<file path="src/rtl/trap_ctrl_if.sv">
// Signal bundle between trap_ctrl and its neighbours (ID, CSR file, fetch redirect).
// The slave modport is the trap controller's view; master is the surrounding pipeline.
interface trap_ctrl_if #(
    parameter int XLEN  = 64,
    parameter int CNT_W = 32
);
    logic             inst_valid_i;
    logic [XLEN-1:0]  inst_pc_i;
    logic             ecall_i;
    logic             mret_i;
    logic             illegal_i;
    logic             irq_timer_i;
    logic             mstatus_mie_i;
    logic             csr_rw_req_i;
    logic             csr_rw_gnt_o;
    logic             pipe_drained_i;
    logic [1:0]       csr_state_o;
    logic [XLEN-1:0]  csr_pc_o;
    logic [XLEN-1:0]  csr_cause_o;
    logic [XLEN-1:0]  csr_dnpc_i;
    logic             stall_o;
    logic             flush_o;
    logic             redirect_valid_o;
    logic [XLEN-1:0]  redirect_pc_o;
    logic             redirect_ready_i;
    logic             busy_o;
    logic [CNT_W-1:0] trap_cnt_o;

    modport slave (
        input  inst_valid_i, inst_pc_i, ecall_i, mret_i, illegal_i,
        input  irq_timer_i, mstatus_mie_i, csr_rw_req_i, pipe_drained_i,
        input  csr_dnpc_i, redirect_ready_i,
        output csr_rw_gnt_o, csr_state_o, csr_pc_o, csr_cause_o,
        output stall_o, flush_o, redirect_valid_o, redirect_pc_o,
        output busy_o, trap_cnt_o
    );

    modport master (
        output inst_valid_i, inst_pc_i, ecall_i, mret_i, illegal_i,
        output irq_timer_i, mstatus_mie_i, csr_rw_req_i, pipe_drained_i,
        output csr_dnpc_i, redirect_ready_i,
        input  csr_rw_gnt_o, csr_state_o, csr_pc_o, csr_cause_o,
        input  stall_o, flush_o, redirect_valid_o, redirect_pc_o,
        input  busy_o, trap_cnt_o
    );
endinterface

</file>
<file path="src/rtl/trap_ctrl.sv">
// Machine-mode trap sequencer: drains the pipe, issues the trap-entry or mret CSR
// command, then redirects fetch to the CSR-supplied PC. Also arbitrates CSR rw access.
module trap_ctrl #(
    parameter int XLEN  = 64,
    parameter int CNT_W = 32
) (
    input  logic          clk,
    input  logic          rst_n,
    trap_ctrl_if.slave    bus
);

    typedef enum logic [2:0] {
        IDLE,
        DRAIN,
        ENTER,
        RET,
        REDIR
    } state_t;

    localparam logic [XLEN-1:0]  CAUSE_IRQ     = {1'b1, {(XLEN-5){1'b0}}, 4'd7};
    localparam logic [XLEN-1:0]  CAUSE_ILLEGAL = XLEN'(2);
    localparam logic [XLEN-1:0]  CAUSE_ECALL   = XLEN'(11);
    localparam logic [XLEN-1:0]  PC_ALIGN_MASK = ~XLEN'(3);
    localparam logic [CNT_W-1:0] CNT_MAX       = {CNT_W{1'b1}};

    state_t           state;
    logic [XLEN-1:0]  saved_pc;
    logic [XLEN-1:0]  saved_cause;
    logic             saved_mret;
    logic [1:0]       cmd_q;
    logic [XLEN-1:0]  csr_pc_q;
    logic [XLEN-1:0]  csr_cause_q;
    logic             flush_q;
    logic             busy_q;
    logic             redir_valid_q;
    logic [XLEN-1:0]  redir_pc_q;
    logic [CNT_W-1:0] trap_cnt_q;

    logic             irq_take;
    logic             evt_any;
    logic             accept;
    logic             evt_mret;
    logic [XLEN-1:0]  evt_cause;
    logic             rw_gnt;

    assign irq_take = bus.irq_timer_i && bus.mstatus_mie_i;
    assign evt_any  = irq_take || bus.illegal_i || bus.ecall_i || bus.mret_i;
    assign accept   = (state == IDLE) && bus.inst_valid_i && evt_any;

    // Highest-priority event wins; mret is only honoured when nothing traps.
    always_comb begin
        evt_cause = '0;
        evt_mret  = 1'b0;
        if (irq_take) begin
            evt_cause = CAUSE_IRQ;
        end else if (bus.illegal_i) begin
            evt_cause = CAUSE_ILLEGAL;
        end else if (bus.ecall_i) begin
            evt_cause = CAUSE_ECALL;
        end else if (bus.mret_i) begin
            evt_mret = 1'b1;
        end
    end

    always_ff @(posedge clk or negedge rst_n) begin
        if (!rst_n) begin
            state         <= IDLE;
            saved_pc      <= '0;
            saved_cause   <= '0;
            saved_mret    <= 1'b0;
            cmd_q         <= 2'b00;
            csr_pc_q      <= '0;
            csr_cause_q   <= '0;
            flush_q       <= 1'b0;
            busy_q        <= 1'b0;
            redir_valid_q <= 1'b0;
            redir_pc_q    <= '0;
            trap_cnt_q    <= '0;
        end else begin
            flush_q <= 1'b0;
            case (state)
                IDLE: begin
                    if (accept) begin
                        state       <= DRAIN;
                        flush_q     <= 1'b1;
                        busy_q      <= 1'b1;
                        saved_pc    <= bus.inst_pc_i;
                        saved_cause <= evt_cause;
                        saved_mret  <= evt_mret;
                    end
                end
                DRAIN: begin
                    if (bus.pipe_drained_i) begin
                        if (saved_mret) begin
                            state <= RET;
                            cmd_q <= 2'b11;
                        end else begin
                            state       <= ENTER;
                            cmd_q       <= 2'b10;
                            csr_pc_q    <= saved_pc;
                            csr_cause_q <= saved_cause;
                        end
                    end
                end
                ENTER, RET: begin
                    state         <= REDIR;
                    cmd_q         <= 2'b00;
                    csr_pc_q      <= '0;
                    csr_cause_q   <= '0;
                    redir_valid_q <= 1'b1;
                    redir_pc_q    <= bus.csr_dnpc_i & PC_ALIGN_MASK;
                end
                REDIR: begin
                    if (bus.redirect_ready_i) begin
                        state         <= IDLE;
                        busy_q        <= 1'b0;
                        redir_valid_q <= 1'b0;
                        if (!saved_mret && (trap_cnt_q != CNT_MAX)) begin
                            trap_cnt_q <= trap_cnt_q + CNT_W'(1);
                        end
                    end
                end
                default: begin
                    state <= IDLE;
                end
            endcase
        end
    end

    // Stall and grant react to the acceptance in the same cycle, so they stay combinational.
    assign rw_gnt               = bus.csr_rw_req_i && (state == IDLE) && !accept;
    assign bus.csr_rw_gnt_o     = rw_gnt;
    assign bus.csr_state_o      = rw_gnt ? 2'b01 : cmd_q;
    assign bus.csr_pc_o         = csr_pc_q;
    assign bus.csr_cause_o      = csr_cause_q;
    assign bus.stall_o          = busy_q || accept;
    assign bus.flush_o          = flush_q;
    assign bus.redirect_valid_o = redir_valid_q;
    assign bus.redirect_pc_o    = redir_pc_q;
    assign bus.busy_o           = busy_q;
    assign bus.trap_cnt_o       = trap_cnt_q;

endmodule

</file>
<file path="src/flat_wrapper.sv">
// flat-port wrapper written by rule: the top's interface ports become plain ports
module trap_ctrl_flat 
#(
    parameter int XLEN  = 64,
    parameter int CNT_W = 32
)
  (clk, rst_n, bus_inst_valid_i, bus_inst_pc_i, bus_ecall_i, bus_mret_i, bus_illegal_i, bus_irq_timer_i, bus_mstatus_mie_i, bus_csr_rw_req_i, bus_pipe_drained_i, bus_csr_dnpc_i, bus_redirect_ready_i, bus_csr_rw_gnt_o, bus_csr_state_o, bus_csr_pc_o, bus_csr_cause_o, bus_stall_o, bus_flush_o, bus_redirect_valid_o, bus_redirect_pc_o, bus_busy_o, bus_trap_cnt_o);
  trap_ctrl_if #(.XLEN(XLEN), .CNT_W(CNT_W)) bus_i ();
  input  logic clk;
  input  logic rst_n;
  input wire logic [$bits(bus_i.inst_valid_i)-1:0] bus_inst_valid_i;
  input wire logic [$bits(bus_i.inst_pc_i)-1:0] bus_inst_pc_i;
  input wire logic [$bits(bus_i.ecall_i)-1:0] bus_ecall_i;
  input wire logic [$bits(bus_i.mret_i)-1:0] bus_mret_i;
  input wire logic [$bits(bus_i.illegal_i)-1:0] bus_illegal_i;
  input wire logic [$bits(bus_i.irq_timer_i)-1:0] bus_irq_timer_i;
  input wire logic [$bits(bus_i.mstatus_mie_i)-1:0] bus_mstatus_mie_i;
  input wire logic [$bits(bus_i.csr_rw_req_i)-1:0] bus_csr_rw_req_i;
  input wire logic [$bits(bus_i.pipe_drained_i)-1:0] bus_pipe_drained_i;
  input wire logic [$bits(bus_i.csr_dnpc_i)-1:0] bus_csr_dnpc_i;
  input wire logic [$bits(bus_i.redirect_ready_i)-1:0] bus_redirect_ready_i;
  output wire logic [$bits(bus_i.csr_rw_gnt_o)-1:0] bus_csr_rw_gnt_o;
  output wire logic [$bits(bus_i.csr_state_o)-1:0] bus_csr_state_o;
  output wire logic [$bits(bus_i.csr_pc_o)-1:0] bus_csr_pc_o;
  output wire logic [$bits(bus_i.csr_cause_o)-1:0] bus_csr_cause_o;
  output wire logic [$bits(bus_i.stall_o)-1:0] bus_stall_o;
  output wire logic [$bits(bus_i.flush_o)-1:0] bus_flush_o;
  output wire logic [$bits(bus_i.redirect_valid_o)-1:0] bus_redirect_valid_o;
  output wire logic [$bits(bus_i.redirect_pc_o)-1:0] bus_redirect_pc_o;
  output wire logic [$bits(bus_i.busy_o)-1:0] bus_busy_o;
  output wire logic [$bits(bus_i.trap_cnt_o)-1:0] bus_trap_cnt_o;
  assign bus_i.inst_valid_i = bus_inst_valid_i;
  assign bus_i.inst_pc_i = bus_inst_pc_i;
  assign bus_i.ecall_i = bus_ecall_i;
  assign bus_i.mret_i = bus_mret_i;
  assign bus_i.illegal_i = bus_illegal_i;
  assign bus_i.irq_timer_i = bus_irq_timer_i;
  assign bus_i.mstatus_mie_i = bus_mstatus_mie_i;
  assign bus_i.csr_rw_req_i = bus_csr_rw_req_i;
  assign bus_i.pipe_drained_i = bus_pipe_drained_i;
  assign bus_i.csr_dnpc_i = bus_csr_dnpc_i;
  assign bus_i.redirect_ready_i = bus_redirect_ready_i;
  assign bus_csr_rw_gnt_o = bus_i.csr_rw_gnt_o;
  assign bus_csr_state_o = bus_i.csr_state_o;
  assign bus_csr_pc_o = bus_i.csr_pc_o;
  assign bus_csr_cause_o = bus_i.csr_cause_o;
  assign bus_stall_o = bus_i.stall_o;
  assign bus_flush_o = bus_i.flush_o;
  assign bus_redirect_valid_o = bus_i.redirect_valid_o;
  assign bus_redirect_pc_o = bus_i.redirect_pc_o;
  assign bus_busy_o = bus_i.busy_o;
  assign bus_trap_cnt_o = bus_i.trap_cnt_o;
  trap_ctrl #(.XLEN(XLEN), .CNT_W(CNT_W)) u_core (.clk(clk), .rst_n(rst_n), .bus(bus_i));
endmodule
</file>
<file path="config.mk">
export PLATFORM = sky130hd
export DESIGN_NAME = trap_ctrl_flat
export DESIGN_NICKNAME = d
export VERILOG_FILES = /design/src/rtl/trap_ctrl_if.sv /design/src/rtl/trap_ctrl.sv /design/src/flat_wrapper.sv
export SDC_FILE = /design/constraint.sdc
export NUM_CORES = 1
export LEC_CHECK = 0
export CORE_MARGIN = 3
export CORE_UTILIZATION = 40
export CTS_CLUSTER_SIZE = 28
export DETAILED_ROUTE_END_ITERATION = 8
export PLACE_DENSITY_LB_ADDON = 0.1
export SLEW_MARGIN = 40
export SYNTH_ARGS = -nofsm -noshare
export SYNTH_HDL_FRONTEND = slang
export SYNTH_SLANG_ARGS = --single-unit
</file>
<file path="constraint.sdc">
create_clock -name clk -period 2.6 [get_ports clk]
set_input_delay 0.52 -clock clk [delete_from_list [all_inputs] [get_ports clk]]
set_output_delay 0.52 -clock clk [all_outputs]
set_load 0.03 [all_outputs]
</file>
==> results of run 1 <==
[metrics by stage]
step / instance area (um^2) / setup WS, ns
2_1_floorplan: 10100 / 0.509
3_3_place_gp: 13200 / -0.407
3_5_place_dp: 13200 / -0.403
4_1_cts: 14100 / 0.000844
5_1_grt: 14100 / 0.0842
6_report: 14100 / 0.256
[layer usage]
metal | GRT usage | vias to the layer above | part of all wire
met5 | 0 | - | 0
met3 | 0.0596 | 36 | 0.092
met2 | 0.301 | 251 | 0.46
met4 | 0.0488 | 0 | 0.021
li1 | - | 3803 | -
met1 | 0.252 | 3642 | 0.42
[power groups by stage]
stage / Clock, mW / Combinational [mW] / Sequential [mW]
final: 3.62 / 7.62 / 6.09
after global routing: 3.87 / 8.29 / 6.29
after CTS: 3.72 / 7.72 / 6.09
after detailed placement: 0 / 7.72 / 6.11
after global placement: 0 / 7.62 / 6.10
after floorplan: 0 / 2.67 / 7.90
[flip-flops by register name, summed over array words and instances (netlist names), 2 cells and up]
signal                    flops
u_core.state                  3
u_core.cmd_q                  2
u_core.saved_pc              64
u_core.bus.csr_pc_o          64
u_core.bus.csr_cause_o        4
u_core.bus.redirect_pc_o     62
u_core.bus.trap_cnt_o        32
u_core.saved_cause            4
[worst register-to-register path, delay by kind of cell, from the launching register on]
family | cells | cell delay [ns]
DFF | 1 | 0.43
muxes | 1 | 0.31
and+or+nand+nor | 4 | 1.19
[cell usage in the layout, fill, tap and decap left out, types with 5 or more instances in the layout]
cell / instances
buf_12: 7
o21ai_0: 38
inv_1: 5
clkbuf_16: 26
nand4_1: 10
dfrtp_1: 239
a22o_1: 35
conb_1: 61
xor2_1: 8
nor3_1: 7
xnor2_1: 20
clkdlybuf4s50_1: 297
clkbuf_1: 7
nand3_1: 19
nor2_1: 15
nand2_1: 463
buf_4: 18
clkbuf_8: 5
and3_1: 7
[how the worst min path moves through the flow]
stage	from	endpoint	slack, ns	cells past startpoint
detailed placement	u_core.bus.redirect_pc_o[17]$_DFFE_PN0P_	u_core.bus.redirect_pc_o[17]$_DFFE_PN0P_	0.46	2
floorplan	rst_n	u_core.bus.busy_o$_DFFE_PN0P_	0.22	0
global route	bus_ecall_i	u_core.saved_cause[0]$_DFFE_PN0P_	0.37	3
global placement	u_core.bus.redirect_pc_o[31]$_DFFE_PN0P_	u_core.bus.redirect_pc_o[31]$_DFFE_PN0P_	0.46	2
finish	bus_ecall_i	u_core.saved_cause[0]$_DFFE_PN0P_	0.35	3
CTS	u_core.bus.redirect_pc_o[17]$_DFFE_PN0P_	u_core.bus.redirect_pc_o[17]$_DFFE_PN0P_	0.48	2
[cells by family (layout without fill, tap and decap cells)]
kind of cell,Yosys count,count (layout),synth area share
AOI/OAI and AO/OA,88,88,0.0630
xor gates and xnor gates,28,28,0.0248
adders and majority gates,1,1,0.00127
buffers and inverters,117,384,0.0691
DFF,239,239,0.605
muxes,2,2,0.00266
other,1,62,0.000379
and+or+nand+nor,551,551,0.234
[timing repair]
item                                   4_1_cts  5_1_grt
pin swaps                                    1        3
resized for setup                            9       11
setup endpoints to repair                    3        4
hold buffers                                 1        0
endpoints found under the hold margin       68        0
buffers inserted                             0        0
[area by class of cell]
cell class,instances,area [um^2],share of cell area
inverter,6,22.5,0.00160
antenna,1,2.50,0.000177
clock buffer,38,746,0.0528
clock inverter,7,96.3,0.00682
sequential,239,5980,0.424
multi-input combinational,731,3500,0.248
timing repair buffer,333,3370,0.239
tap,319,399,0.0283
==> flow_summary.toml, run 1 <==
[setup_path]
r2r-end = "u_core.bus.trap_cnt_o[1]$_DFFE_PN0P_"
path_cells = "nor3_1 -> nand3b_1 -> and2_1 -> clkbuf_4"
crit_path_start_kind = "flip-flop"
cp-end-kind = "primary output"
crit_end = "bus_csr_state_o[1]"
crit_slowest_cell = "dfrtp_1"
crit_family = "simple AND/OR/NAND/NOR gates"
reg2reg_from = "u_core.bus.trap_cnt_o[25]$_DFFE_PN0P_"
cp_data_arrival_time_ns = 1.82
cp_max_fo = 5
required_ns = 2.08
cp_num_buf_inv = 1
critPathKind = "flip-flop to primary output"
slowest_delay_ns = 0.43
r2r_slack_ns = 0.56
cp.depth = 4
rr_worst_depth = 5
cp-startpoint = "u_core.state[0]$_DFFE_PN0P_"

[power]
sequentialPowerShare = 0.351
switching_share = 0.400
p_total_mw = 17.3
power_switching_mw = 6.93
combPwrFrac = 0.440
power.density_nw_per_um2 = 1230
intPower_mw = 10.4
ir_drop_mv = 0.595
p_leak_nw = 6.82
clkPwrFrac = 0.209

[sta]
rsz0062_at_grt = "no"
hold_ws_ns = 0.353
slew_headroom = 0.558
slew_violations = 0
fin_setup_tns_ns = 0
setup_violations = 0
skew_ns = 0.0162
timing.fmax_mhz = 427
worst_pin_slew_ns = 0.659
min_period_over_period = 0.902
timing.final.hold_violations = 0
fin_crit_ns = 2.34

[synth]
synth_cell_types = 46
yosys-top-cells-area = "dfrtp_1 (60%), nand2_1 (18%), buf_4 (4.8%)"
synth-edff-count = 0
yosysTopAreaCell = "dfrtp_1"
yosys.area.top_type_share = 0.605
synthFlopType = "dfrtp_1"
yosys_warnings = 0
yosysSeqAreaShare = 0.605
syn_area_per_cell_um2 = 9.63
ys_ff_latch = 239
synth_commonest_cells = "nand2_1 (464), dfrtp_1 (239), buf_4 (63), clkbuf_1 (39), o21ai_0 (38)"
synthArstFlopShare = 1.00
netlist_area_um2 = 9890
synth_most_common_cell = "nand2_1"
syn_inst = 1027

[placement]
place_inst = 1627
dp_hpwl_mm = 17.8
routabilityCongestion = 0.779
io_buffers = 306

[global_routing]
antenna_found_initial = 0
grt_start_max_net_pins = 102
grt_usage = 0.189
grt_pass1_vias = 7655
grt_pass1_wl_mm = 40.8
grt_overflow = 0

[run_status]
status = "finished clean"

[flow_run]
max-cap-violations = 0

[clock_tree]
cts_tree = "yes"
clk_latency_ns = 0.53
cts-root-buf = "clkbuf_16"
clk_pin_slew_ns = 0.06
htreeDepth = 1
cts_sinks = 239
clk_path_buf_depth = 3
cts_buffers = 26

[cells_and_area]
area_growth_pct = 42.8
final_util = 0.591
nets = 1477
final_cells = 1674
drive_gt1_frac = 0.0672
fillCellCount = 2130

[route]
ant_nets = 0
drc = 0
drt_pass1_iterations = 4
drtIter0Drc = 438
vias_per_cell = 4.62
drt_wl_total_mm = 25.8
wl_per_cell_um = 15.4
num_vias = 7732

[floorplanning]
die_height_um = 163
die_area_um2 = 26600
ios = 370
core_area_um2 = 23900
die_x_um = 163
start_util = 0.414
rows = 56

[hold_path]
worstHoldPathType = "input pin to flip-flop"
(Power assumes the default switching activity.)
==> run 2, diff against run 1 <==
--- a/config.mk
+++ b/config.mk
@@ -5,6 +5,7 @@
 export SDC_FILE = /design/constraint.sdc
 export NUM_CORES = 1
 export LEC_CHECK = 0
+export ABC_AREA = 1
 export CORE_MARGIN = 3
 export CORE_UTILIZATION = 40
 export CTS_CLUSTER_SIZE = 28
==> flow_summary.toml, run 2 <==
[floorplanning]
core_area_um2 = 26300
ios = 370
die_area_um2 = 28900
die_height_um = 170
start_util = 0.409
die_x_um = 170
rows = 59

[synth]
syn_inst = 1314
synthArstFlopShare = 1.00
netlist_area_um2 = 10800
synth_cell_types = 32
yosys-top-cells-area = "dfrtp_1 (56%), nand2_1 (20%), buf_4 (4.4%)"
yosys_warnings = 0
yosys.area.top_type_share = 0.556
synth-edff-count = 0
yosysSeqAreaShare = 0.556
synth_commonest_cells = "nand2_1 (582), dfrtp_1 (239), inv_1 (100), nand3_1 (84), buf_4 (63)"
synth_most_common_cell = "nand2_1"
synthFlopType = "dfrtp_1"
ys_ff_latch = 239
syn_area_per_cell_um2 = 8.19
yosysTopAreaCell = "dfrtp_1"

[clock_tree]
cts-root-buf = "clkbuf_16"
cts_buffers = 28
htreeDepth = 1
cts_tree = "yes"
cts_sinks = 239
clk_pin_slew_ns = 0.05
clk_latency_ns = 0.54
clk_path_buf_depth = 3

[route]
drt_pass1_iterations = 5
ant_nets = 0
drt_wl_total_mm = 29.9
num_vias = 9067
drc = 0
wl_per_cell_um = 15.1
vias_per_cell = 4.57
drtIter0Drc = 577

[sta]
min_period_over_period = 0.962
worst_pin_slew_ns = 0.558
setup_violations = 0
fin_crit_ns = 2.50
slew_headroom = 0.627
slew_violations = 0
rsz0062_at_grt = "no"
layout_setup_ws_ns = 0.0998
timing.fmax_mhz = 400
hold_ws_ns = 0.476
skew_ns = 0.00810
timing.final.hold_violations = 0

[power]
ir_drop_mv = 0.759
p_leak_nw = 7.16
power.density_nw_per_um2 = 1140

[cells_and_area]
area_growth_pct = 38.8
layout_commonest_cell = "nand2_1"
layout.area.seq_um2 = 5980
fillCellCount = 2430
drive_gt1_frac = 0.0662
final_cell_mix = "nand2_1 (580), clkdlybuf4s50_1 (301), dfrtp_1 (239)"
nets = 1767
multi_input_comb_area_um2 = 3900

[setup_path]
cp-end-kind = "primary output"
crit_end = "bus_stall_o"
reg2reg_from = "u_core.bus.trap_cnt_o[0]$_DFFE_PN0P_"
critPathKind = "input pin to primary output"
cp-startpoint = "bus_illegal_i"
rr_worst_depth = 9
r2r-end = "u_core.bus.trap_cnt_o[24]$_DFFE_PN0P_"
cp_max_fo = 45
crit_path_start_kind = "input pin"
r2r_slack_ns = 0.52
required_ns = 2.08
cp_data_arrival_time_ns = 1.98

[flow_run]
max-cap-violations = 0

[global_routing]
grt_overflow = 0
grt_pass1_vias = 9103
grt_usage = 0.206
antenna_found_initial = 1
grt_pass1_wl_mm = 48.6
grt_start_max_net_pins = 60

[hold_path]
worstHoldPathType = "flip-flop to flip-flop"

[placement]
routabilityCongestion = 0.854
pre_cts_ws_ns = -0.321
dp_hpwl_mm = 21.0
io_buffers = 306

[run_status]
status = "finished clean"
## run 2: critical path: stages
cell and delay, ns:
clkdlybuf4s50_1 0.41, nor2_1 0.17, nand2_1 0.11, nand3_4 0.10
buf_8 0.28, nand2_1 0.16, buf_4 0.20
## run 2: cell type report
cell class,instances,area share
Multi-Input combinational cell,914,0.261
Timing Repair Buffer,338,0.228
Clock buffer,43,0.0527
Antenna cell,1,0.000168
Inverter,106,0.0266
Tap cell,335,0.0281
Sequential cell,239,0.400
Clock inverter,6,0.00302
## run 2: metrics by stage
step	cells	cell area, um^2	power [mW]	setup TNS (ns)	utilization
2_1_floorplan	1374	11000	10.4	0	-
3_3_place_gp	1930	14100	13.4	-0.397	0.535
3_5_place_dp	1930	14100	13.4	-0.373	0.535
4_1_cts	1980	14900	17.1	-0.125	0.567
5_1_grt	1982	14900	18.1	0	0.568
6_report	1982	14900	17.0	0	0.568
## run 2: cell families after synthesis
family,Yosys count,share of synthesized area
AOI/OAI and AO/OA,82,0.0392
xor gates and xnor gates,11,0.00895
adders and majority gates,1,0.00116
buffers and inverters,221,0.106
DFF,239,0.556
other,1,0.000349
and+or+nand+nor,759,0.289
## run 2: worst min path at each step
stage	startpoint	to	depth (start not counted)
final	u_core.saved_pc[18]$_DFFE_PN0P_	u_core.saved_pc[18]$_DFFE_PN0P_	2
after global routing	u_core.saved_pc[43]$_DFFE_PN0P_	u_core.saved_pc[43]$_DFFE_PN0P_	2
after CTS	u_core.bus.redirect_pc_o[23]$_DFFE_PN0P_	u_core.bus.redirect_pc_o[23]$_DFFE_PN0P_	2
after detailed placement	u_core.bus.redirect_pc_o[23]$_DFFE_PN0P_	u_core.bus.redirect_pc_o[23]$_DFFE_PN0P_	2
after global placement	u_core.bus.redirect_pc_o[6]$_DFFE_PN0P_	u_core.bus.redirect_pc_o[6]$_DFFE_PN0P_	2
after floorplan	rst_n	u_core.bus.busy_o$_DFFE_PN0P_	0
## run 2: where the power goes
group	total (mW)	internal [mW]	switching, mW	leakage, nW
Combinational	7.45	2.83	4.62	3.71
Sequential	5.95	5.15	0.793	3.05
Clock	3.57	2.07	1.50	0.407
Total	17.0	10.1	6.91	7.16
## run 2: per-layer routing
layer / vias to the layer above / GRT usage / share of wire
met4: 0 / 0.0582 / 0.027
met2: 310 / 0.336 / 0.46
met3: 46 / 0.0564 / 0.083
met1: 4178 / 0.271 / 0.43
li1: 4533 / - / -
met5: - / 0 / 0
## run 2: what timing repair did
action                                  in CTS  in global routing
endpoints found under the hold margin       53                  0
resized for setup                            4                  8
endpoints found under the setup margin       3                  3
setup buffers                                0                  1
hold buffers                                 1                  0
==> run 3, diff against run 2 <==
--- a/config.mk
+++ b/config.mk
@@ -5,7 +5,6 @@
 export SDC_FILE = /design/constraint.sdc
 export NUM_CORES = 1
 export LEC_CHECK = 0
-export ABC_AREA = 1
 export CORE_MARGIN = 3
 export CORE_UTILIZATION = 40
 export CTS_CLUSTER_SIZE = 28
==> results of run 3 <==
Final layout, timing and power as in run 1 (identical DEF).
